===== src/rtl/rip_mem_access.sv =====
// rip-cpu memory-access stage: runs loads/stores over a valid/ready dmem port.
// Optional misaligned-access trap is enabled by defining RIP_MISALIGN_TRAP_EN.
module rip_mem_access #(
  parameter int XLEN          = 32,
  parameter bit SP_RESET_SAFE = 1'b1
) (
  input  logic            clk,
  input  logic            rst_n,
  input  logic            ex_valid,
  output logic            ex_ready,
  input  logic [4:0]      ex_rd_num,
  input  logic            ex_reg_wen,
  input  logic            ex_is_load,
  input  logic            ex_is_store,
  input  logic [2:0]      ex_funct3,
  input  logic [XLEN-1:0] ex_alu_result,
  input  logic [XLEN-1:0] ex_store_data,
  output logic            dmem_req_valid,
  input  logic            dmem_req_ready,
  output logic [XLEN-1:0] dmem_addr,
  output logic            dmem_we,
  output logic [3:0]      dmem_wstrb,
  output logic [XLEN-1:0] dmem_wdata,
  input  logic            dmem_rsp_valid,
  input  logic [XLEN-1:0] dmem_rdata,
  output logic [4:0]      ma_rd_num,
  output logic            wen,
  output logic [XLEN-1:0] wdata,
  output logic            misalign
);

  localparam logic [1:0] IDLE = 2'd0;
  localparam logic [1:0] REQ  = 2'd1;
  localparam logic [1:0] RESP = 2'd2;

  logic [1:0]      state_q, state_d;
  logic [4:0]      ld_rd_q;
  logic [2:0]      f3_q;
  logic [1:0]      off_q;
  logic            wen_q, mis_q, req_q, we_q;
  logic [4:0]      rd_q;
  logic [XLEN-1:0] wdata_q, addr_q, wd_q;
  logic [3:0]      strb_q;

  logic [1:0]      off;
  logic            is_mem, alu_wr, ld_wr, mis;
  logic [3:0]      st_strb;
  logic [XLEN-1:0] st_data, ld_shift, ld_val;
  logic [7:0]      ld_b;
  logic [15:0]     ld_h;

  assign off    = ex_alu_result[1:0];
  assign is_mem = ex_is_load | ex_is_store;
  assign alu_wr = ex_reg_wen && (!SP_RESET_SAFE || ex_rd_num != 5'd0);
  assign ld_wr  = !SP_RESET_SAFE || ld_rd_q != 5'd0;

  assign ex_ready       = (state_q == IDLE);
  assign wen            = wen_q;
  assign ma_rd_num      = rd_q;
  assign wdata          = wdata_q;
  assign misalign       = mis_q;
  assign dmem_req_valid = req_q;
  assign dmem_addr      = addr_q;
  assign dmem_we        = we_q;
  assign dmem_wstrb     = strb_q;
  assign dmem_wdata     = wd_q;

  // Misaligned halfword/word detection; zero when trapping is compiled out
  always_comb begin
`ifdef RIP_MISALIGN_TRAP_EN
    mis = is_mem && (
      (((ex_funct3 == 3'b001) || (ex_is_load && ex_funct3 == 3'b101)) && off[0]) ||
      ((ex_funct3 == 3'b010) && (off != 2'b00)));
`else
    mis = 1'b0;
`endif
  end

  // Store byte strobes and lane-replicated store data
  always_comb begin
    st_strb = 4'b1111;
    st_data = ex_store_data;
    case (ex_funct3)
      3'b000: begin
        st_strb = 4'b0001 << off;
        st_data = {4{ex_store_data[7:0]}};
      end
      3'b001: begin
        st_strb = 4'b0011 << {off[1], 1'b0};
        st_data = {2{ex_store_data[15:0]}};
      end
      default: ;
    endcase
    if (ex_is_load) st_strb = 4'b0000;
  end

  // Load lane selection and sign/zero extension
  always_comb begin
    ld_shift = dmem_rdata >> {off_q, 3'b000};
    ld_b     = ld_shift[7:0];
    ld_h     = off_q[1] ? dmem_rdata[31:16] : dmem_rdata[15:0];
    case (f3_q)
      3'b000:  ld_val = {{(XLEN-8){ld_b[7]}}, ld_b};
      3'b100:  ld_val = {{(XLEN-8){1'b0}}, ld_b};
      3'b001:  ld_val = {{(XLEN-16){ld_h[15]}}, ld_h};
      3'b101:  ld_val = {{(XLEN-16){1'b0}}, ld_h};
      default: ld_val = dmem_rdata;
    endcase
  end

  // FSM next state
  always_comb begin
    state_d = state_q;
    case (state_q)
      IDLE: if (ex_valid && is_mem && !mis) state_d = REQ;
      REQ:  if (dmem_req_ready) state_d = we_q ? IDLE : RESP;
      RESP: if (dmem_rsp_valid) state_d = IDLE;
      default: state_d = IDLE;
    endcase
  end

  // State, request fields and register-file write port
  always_ff @(posedge clk or negedge rst_n) begin
    if (!rst_n) begin
      state_q <= IDLE;
      ld_rd_q <= '0;
      f3_q    <= '0;
      off_q   <= '0;
      wen_q   <= 1'b0;
      mis_q   <= 1'b0;
      rd_q    <= '0;
      wdata_q <= '0;
      req_q   <= 1'b0;
      addr_q  <= '0;
      we_q    <= 1'b0;
      strb_q  <= '0;
      wd_q    <= '0;
    end else begin
      state_q <= state_d;
      wen_q   <= 1'b0;
      mis_q   <= 1'b0;
      case (state_q)
        IDLE: begin
          if (ex_valid && !is_mem) begin
            if (alu_wr) begin
              wen_q   <= 1'b1;
              rd_q    <= ex_rd_num;
              wdata_q <= ex_alu_result;
            end
          end else if (ex_valid && mis) begin
            mis_q <= 1'b1;
          end else if (ex_valid) begin
            ld_rd_q <= ex_rd_num;
            f3_q    <= ex_funct3;
            off_q   <= off;
            req_q   <= 1'b1;
            addr_q  <= {ex_alu_result[XLEN-1:2], 2'b00};
            we_q    <= ex_is_store;
            strb_q  <= st_strb;
            wd_q    <= st_data;
          end
        end
        REQ: if (dmem_req_ready) req_q <= 1'b0;
        RESP: begin
          if (dmem_rsp_valid && ld_wr) begin
            wen_q   <= 1'b1;
            rd_q    <= ld_rd_q;
            wdata_q <= ld_val;
          end
        end
        default: ;
      endcase
    end
  end

endmodule


===== config.mk =====
export PLATFORM = sky130hd
export DESIGN_NAME = rip_mem_access
export DESIGN_NICKNAME = d
export VERILOG_FILES = /design/src/rtl/rip_mem_access.sv
export SDC_FILE = /design/constraint.sdc
export NUM_CORES = 1
export LEC_CHECK = 0
export BUFFER_PORTS_ARGS = -buffer_cell sky130_fd_sc_hd__clkbuf_2
export CORE_MARGIN = 5
export CORE_UTILIZATION = 30
export DETAILED_ROUTE_END_ITERATION = 10
export PLACE_DENSITY = 0.6
export SYNTH_ARGS = -nofsm -noshare
export SYNTH_HDL_FRONTEND = slang
export SYNTH_SLANG_ARGS = --single-unit

===== constraint.sdc =====
create_clock -name clk -period 2.3 [get_ports clk]
set_input_delay 0.115 -clock clk [delete_from_list [all_inputs] [get_ports clk]]
set_output_delay 0.115 -clock clk [all_outputs]
set_load 0.005 [all_outputs]

==> flow_summary.json, run 1 <==
{
  "tightest_slew_ns": 0.663,
  "die_x_microns": 149,
  "grt_antenna_before_repair": 0,
  "design.portCount": 222,
  "cts_htree_levels": 4,
  "hold_viol_final": 0,
  "slew_violations": 0,
  "relSlewSlack": 0.558,
  "cts_made_buffers": 17,
  "area_delta_synth_final_pct": 43.0,
  "netlist_instances": 655,
  "multi_input_area_sq_um": 2590,
  "num-fill-cells": 1914,
  "setup_viol": 0,
  "clock_skew_ns": 0.00972,
  "wl_per_cell_microns": 16.7,
  "maxCapViolations": 0,
  "synth_edf_count": 0,
  "path_clk_slew_ns": 0.06,
  "clock_path_buffers": 2,
  "via_per_inst": 4.73,
  "grt_pass1_vias": 5785,
  "timing.setup.tns_ns": 0,
  "post-place-ws_ns": 0.303,
  "grt_usage": 0.182,
  "cts_tree": "built",
  "critPathMaxFanout": 42,
  "num_vias": 5625,
  "drive_gt1_frac": 0.315,
  "rsz0062_at_grt": "no",
  "hold_class": "in -> reg",
  "portBuffers": 218,
  "total_power_mw": 9.93,
  "synth_async_sr_flop_share": 1.00,
  "post_synth_num_cell_types": 46,
  "clk_latency_ns": 0.41,
  "nNetsFinal": 1029,
  "die_area_sq_um": 22200,
  "ys_ff_latch": 118,
  "synthFlopType": "dfrtp_1",
  "ys_seq_area_frac": 0.509,
  "initial_core_util": 0.307,
  "setup_ws_ns": 0.309,
  "cts_resized": 0,
  "die-height_microns": 149,
  "worstSetupPathType": "reg -> reg",
  "cts_hold_buf": 57,
  "status": "finished clean",
  "rrSetupSlack_ns": 0.31,
  "clock-sinks": 118,
  "crit_required_ns": 2.59,
  "p_leak_nw": 4.09,
  "critPathArrivalTime_ns": 2.29,
  "grt-ovfl-total": 0,
  "grt_pass1_wl_mm": 31.9,
  "wl_mm": 19.9,
  "syn_area_sq_um": 5800,
  "avgSynthCellArea_sq_um": 8.86,
  "peakVddDrop_v": 0.000505,
  "clock.fmax_ghz": 0.502,
  "power_density_nw_per_um2": 1200,
  "hpwl_mm": 14.3,
  "gp_congestion": 0.802,
  "cts_root_buffer": "clkbuf_16",
  "yosysWarnings": 0,
  "row_count": 50,
  "fin_crit_sh": 0.866,
  "cts_setup_buffers": 0,
  "seq_area_sq_um": 2950,
  "fin_crit_ns": 1.99,
  "core_sq_um": 18900,
  "crit_path_start_kind": "flip-flop",
  "num_antenna_cells": 0,
  "ant_nets": 0,
  "drt_iter0_drc": 222,
  "end_kind": "flip-flop",
  "grt_max_degree": 68,
  "firstDrtPassIters": 5,
  "drc": 0
}
[critical path: stages (launching register included)]
cell and delay (ns):
dfrtp_1 0.39, or4_4 0.56, o211ai_4 0.18, o21a_1 0.25, inv_4 0.22, o21ai_0 0.16, o21ai_1 0.08
[layout by cell type (no fill, tap or decap), types with 5 or more instances in the layout]
| cell | n |
|---|---|
| clkbuf_2 | 217 |
| nand2_1 | 213 |
| dfrtp_1 | 118 |
| o21ai_0 | 69 |
| dlygate4sd3_1 | 58 |
| mux2i_1 | 32 |
| nor2_1 | 26 |
| o21ai_1 | 17 |
| clkbuf_16 | 17 |
| a21boi_0 | 16 |
| a21oi_1 | 12 |
| nor3_1 | 10 |
| buf_4 | 10 |
| a31oi_1 | 9 |
| nor3_2 | 8 |
| a221oi_1 | 8 |
| clkinvlp_4 | 7 |
| a211oi_1 | 6 |
| o21ai_2 | 6 |
| inv_1 | 5 |
| buf_12 | 5 |
[cells in the mapped netlist, types with 5 or more instances]
master | number | area, sq um
inv_1 | 5 | 18.8
nor3_1 | 11 | 55.1
nor2_1 | 27 | 101
buf_2 | 5 | 25.0
a21boi_0 | 16 | 120
o21ai_0 | 69 | 345
nor3_2 | 7 | 70.1
o21ai_2 | 6 | 52.6
buf_6 | 6 | 67.6
nand2_1 | 213 | 800
clkbuf_1 | 32 | 120
buf_4 | 5 | 37.5
a221oi_1 | 8 | 70.1
mux2i_1 | 32 | 320
o21ai_1 | 17 | 85.1
a31oi_1 | 9 | 56.3
dfrtp_1 | 118 | 2950
a21oi_1 | 12 | 60.1
a211oi_1 | 6 | 45.0
[cell families (layout without fill, tap and decap cells)]
kind of cell / Yosys count / after routing / share of synthesized area
compound gates: 158 / 158 / 0.167
buf+inv: 56 / 329 / 0.0487
flops: 118 / 118 / 0.509
mux: 33 / 33 / 0.0591
other cells: 1 / 3 / 0.000646
simple gates: 289 / 289 / 0.215
[metrics by stage]
stage	std cells	hold slack, ns	area [sq um]	util
6_report	1190	0.00790	8300	0.439
2_1_floorplan	657	-0.181	5810	-
3_3_place_gp	1100	0.166	7170	0.379
5_1_grt	1190	0.0243	8300	0.439
3_5_place_dp	1100	0.177	7170	0.379
4_1_cts	1189	0.000503	8290	0.439
[flip-flops by register name (all words and copies together) (netlist names)]
| name | count |
|---|---|
| dmem_req_valid | 1 |
| dmem_we | 1 |
| f3_q | 3 |
| ld_rd_q | 5 |
| off_q | 2 |
| wen | 1 |
| dmem_wstrb | 4 |
| wdata | 32 |
| ma_rd_num | 5 |
| dmem_wdata | 32 |
| state_q | 2 |
| dmem_addr | 30 |
[final timing paths]
path | start | to | cells after the start
hold / removal | ex_store_data[28] | dmem_wdata[28]$_DFFE_PN0P_ | 3
hold reg to reg | dmem_addr[25]$_DFFE_PN0P_ | dmem_addr[25]$_DFFE_PN0P_ | 2
setup reg to reg | ld_rd_q[2]$_DFFE_PN0P_ | wdata[18]$_DFFE_PN0P_ | 6
max in group asynchronous | rst_n | ld_rd_q[1]$_DFFE_PN0P_ | 3
setup / recovery | ld_rd_q[2]$_DFFE_PN0P_ | wdata[18]$_DFFE_PN0P_ | 6
min in group asynchronous | rst_n | dmem_addr[28]$_DFFE_PN0P_ | 2
[where the power goes]
part	internal (mW)	switching (mW)	total, mW
sequential	3.06	0.732	3.79
clock	1.41	1.03	2.43
combinational	1.66	2.04	3.70
total	6.12	3.80	9.93
[layout make-up]
| class | instances | area share |
|---|---|---|
| Clock inverter | 14 | 0.0128 |
| Sequential cell | 118 | 0.356 |
| Inverter | 6 | 0.00302 |
| Timing Repair Buffer | 291 | 0.223 |
| Clock buffer | 18 | 0.0529 |
| Multi-Input combinational cell | 483 | 0.313 |
| Tap cell | 260 | 0.0392 |
[layer usage]
layer,vias up,track usage,wire [microns]
met3,28,0.0520,1330
met4,0,0.0545,438
met2,206,0.290,9310
li1,2753,-,-
met1,2638,0.241,8810
met5,-,0,0
Power figures use the tool's default switching activity.
==> inputs of run 2 (changes only) <==
Settings changed: SETUP_SLACK_MARGIN set to 0.5.
==> run 2 against run 1 <==
Compared with the run above: sequential power about the same; non-clock buffer count grew 20; critical path type unchanged; final area grew 5.6%; clock skew decreased by 0.0017 ns; largest cell class unchanged.
==> flow_summary.json, run 2 (same netlist as run 1, synthesis figures left out) <==
{
  "status": "finished clean",
  "cts_htree_levels": 4,
  "die_area_sq_um": 22200,
  "cp_slowest_cell": "or4_4",
  "rrSetupSlack_ns": 0.45,
  "critPathMaxFanout": 15,
  "worstSetupPathType": "reg -> reg",
  "path_clk_slew_ns": 0.06,
  "num_vias": 5725,
  "die_x_microns": 149,
  "grt_usage": 0.181,
  "drt_iter0_drc": 380,
  "relSlewSlack": 0.621,
  "ant_nets": 0,
  "nNetsFinal": 1049,
  "hold_viol_final": 0,
  "drc": 0,
  "gp_congestion": 0.802,
  "p_leak_nw": 4.30,
  "grt_max_degree": 57,
  "mostFrequentLayoutCells": "217 x clkbuf_2, 210 x nand2_1, 114 x dfrtp_1",
  "firstDrtPassIters": 5,
  "rr_startpoint": "ld_rd_q[1]$_DFFE_PN0P_",
  "cp_cell_sequence": "or4_4 > o211ai_4 > o21a_4 > buf_12 > a211oi_1 > a21o_1",
  "timing.setup.tns_ns": 0,
  "fin_crit_sh": 0.803,
  "rsz0062_at_grt": "yes",
  "cts_root_buffer": "clkbuf_16",
  "slew_violations": 0,
  "via_per_inst": 4.73,
  "peakVddDrop_v": 0.000582,
  "hpwl_mm": 14.5,
  "tightest_slew_ns": 0.568,
  "portBuffers": 218,
  "grt_pass1_wl_mm": 31.4,
  "clock.fmax_ghz": 0.541,
  "hold_class": "in -> reg",
  "grt_pass1_vias": 5649,
  "final_common_cell": "clkbuf_2",
  "critPathArrivalTime_ns": 2.15,
  "placedCellCount": 1102,
  "power_density_nw_per_um2": 1230,
  "wl_per_cell_microns": 17.2,
  "die-height_microns": 149,
  "drive_gt1_frac": 0.352,
  "setup_viol": 0,
  "initial_core_util": 0.307,
  "clk_latency_ns": 0.42,
  "wl_mm": 20.8,
  "row_count": 50,
  "design.portCount": 222,
  "clock_skew_ns": 0.00803,
  "end_kind": "flip-flop",
  "crit_required_ns": 2.61,
  "crit_path_start_kind": "flip-flop",
  "cts_made_buffers": 17,
  "grt_antenna_before_repair": 0,
  "cp-startpoint": "ld_rd_q[1]$_DFFE_PN0P_",
  "clock-sinks": 118,
  "area_delta_synth_final_pct": 51.0,
  "num_antenna_cells": 0,
  "clock_path_buffers": 2,
  "min-delay-start": "ex_store_data[8]",
  "cpPeakStageDelay_ns": 0.54,
  "fin_crit_ns": 1.85,
  "core_sq_um": 18900,
  "grt-ovfl-total": 0,
  "cts_tree": "built",
  "fin_cells": 1210,
  "maxCapViolations": 0
}
[run 2: per-layer routing]
| layer | part of all wire | routed length (microns) | track usage | vias to the layer above |
|---|---|---|---|---|
| met3 | 0.075 | 1550 | 0.0544 | 27 |
| met2 | 0.47 | 9810 | 0.290 | 207 |
| met5 | 0 | 0 | 0 | - |
| met1 | 0.43 | 8990 | 0.235 | 2700 |
| li1 | - | - | - | 2791 |
| met4 | 0.019 | 404 | 0.0568 | 0 |
[run 2: area by class of cell]
type                       count  area (sq um)
clock buffer                  21           480
clock inverter                11           146
fill                        1846         10100
inverter                       6          30.0
multi-input combinational    483          2710
sequential                   118          2960
tap                          260           325
timing repair buffer         311          2110
[run 2: path summary, 6_finish.rpt]
path,cells past startpoint,endpoint
max,6,wdata[4]$_DFFE_PN0P_
min reg2reg,2,dmem_addr[13]$_DFFE_PN0P_
min,3,dmem_wdata[8]$_DFFE_PN0P_
min in group asynchronous,2,dmem_addr[27]$_DFFE_PN0P_
max reg2reg,6,wdata[4]$_DFFE_PN0P_
max in group asynchronous,3,dmem_wdata[19]$_DFFE_PN0P_
[run 2: stage by stage]
| stage | area [sq um] | setup slack (ns) | hold slack [ns] | util | power (mW) |
|---|---|---|---|---|---|
| 6_report | 8760 | 0.453 | 0.0117 | 0.464 | 10.8 |
| 5_1_grt | 8760 | 0.379 | 0.00955 | 0.464 | 11.6 |
| 4_1_cts | 8540 | 0.453 | 0.00184 | 0.452 | 10.6 |
| 3_5_place_dp | 7190 | 0.324 | 0.134 | 0.380 | 7.49 |
| 3_3_place_gp | 7190 | 0.347 | 0.128 | 0.380 | 7.40 |
| 2_1_floorplan | 5820 | 0.451 | -0.181 | - | 5.72 |
[run 2: critical path, delay by kind of cell, from the launching register on]
kind | cells | cell delay [ns]
buffers and inverters | 1 | 0.16
AND/OR/NAND/NOR | 1 | 0.54
flip-flops | 1 | 0.39
AO/OA/AOI/OAI | 4 | 0.64
[run 2: report_power, final]
group	switching, mW	internal (mW)
Clock	1.03	1.82
Sequential	0.728	3.07
Combinational	2.24	1.92
[run 2: what timing repair did]
item / 4_1_cts / 5_1_grt
gates resized for setup: 10 / 33
setup buffers: 4 / 7
hold endpoints to repair: 127 / 0
pin swaps: 0 / 5
hold buffers: 61 / 0
cloned: 1 / 3
endpoints found under the setup margin: 37 / 37
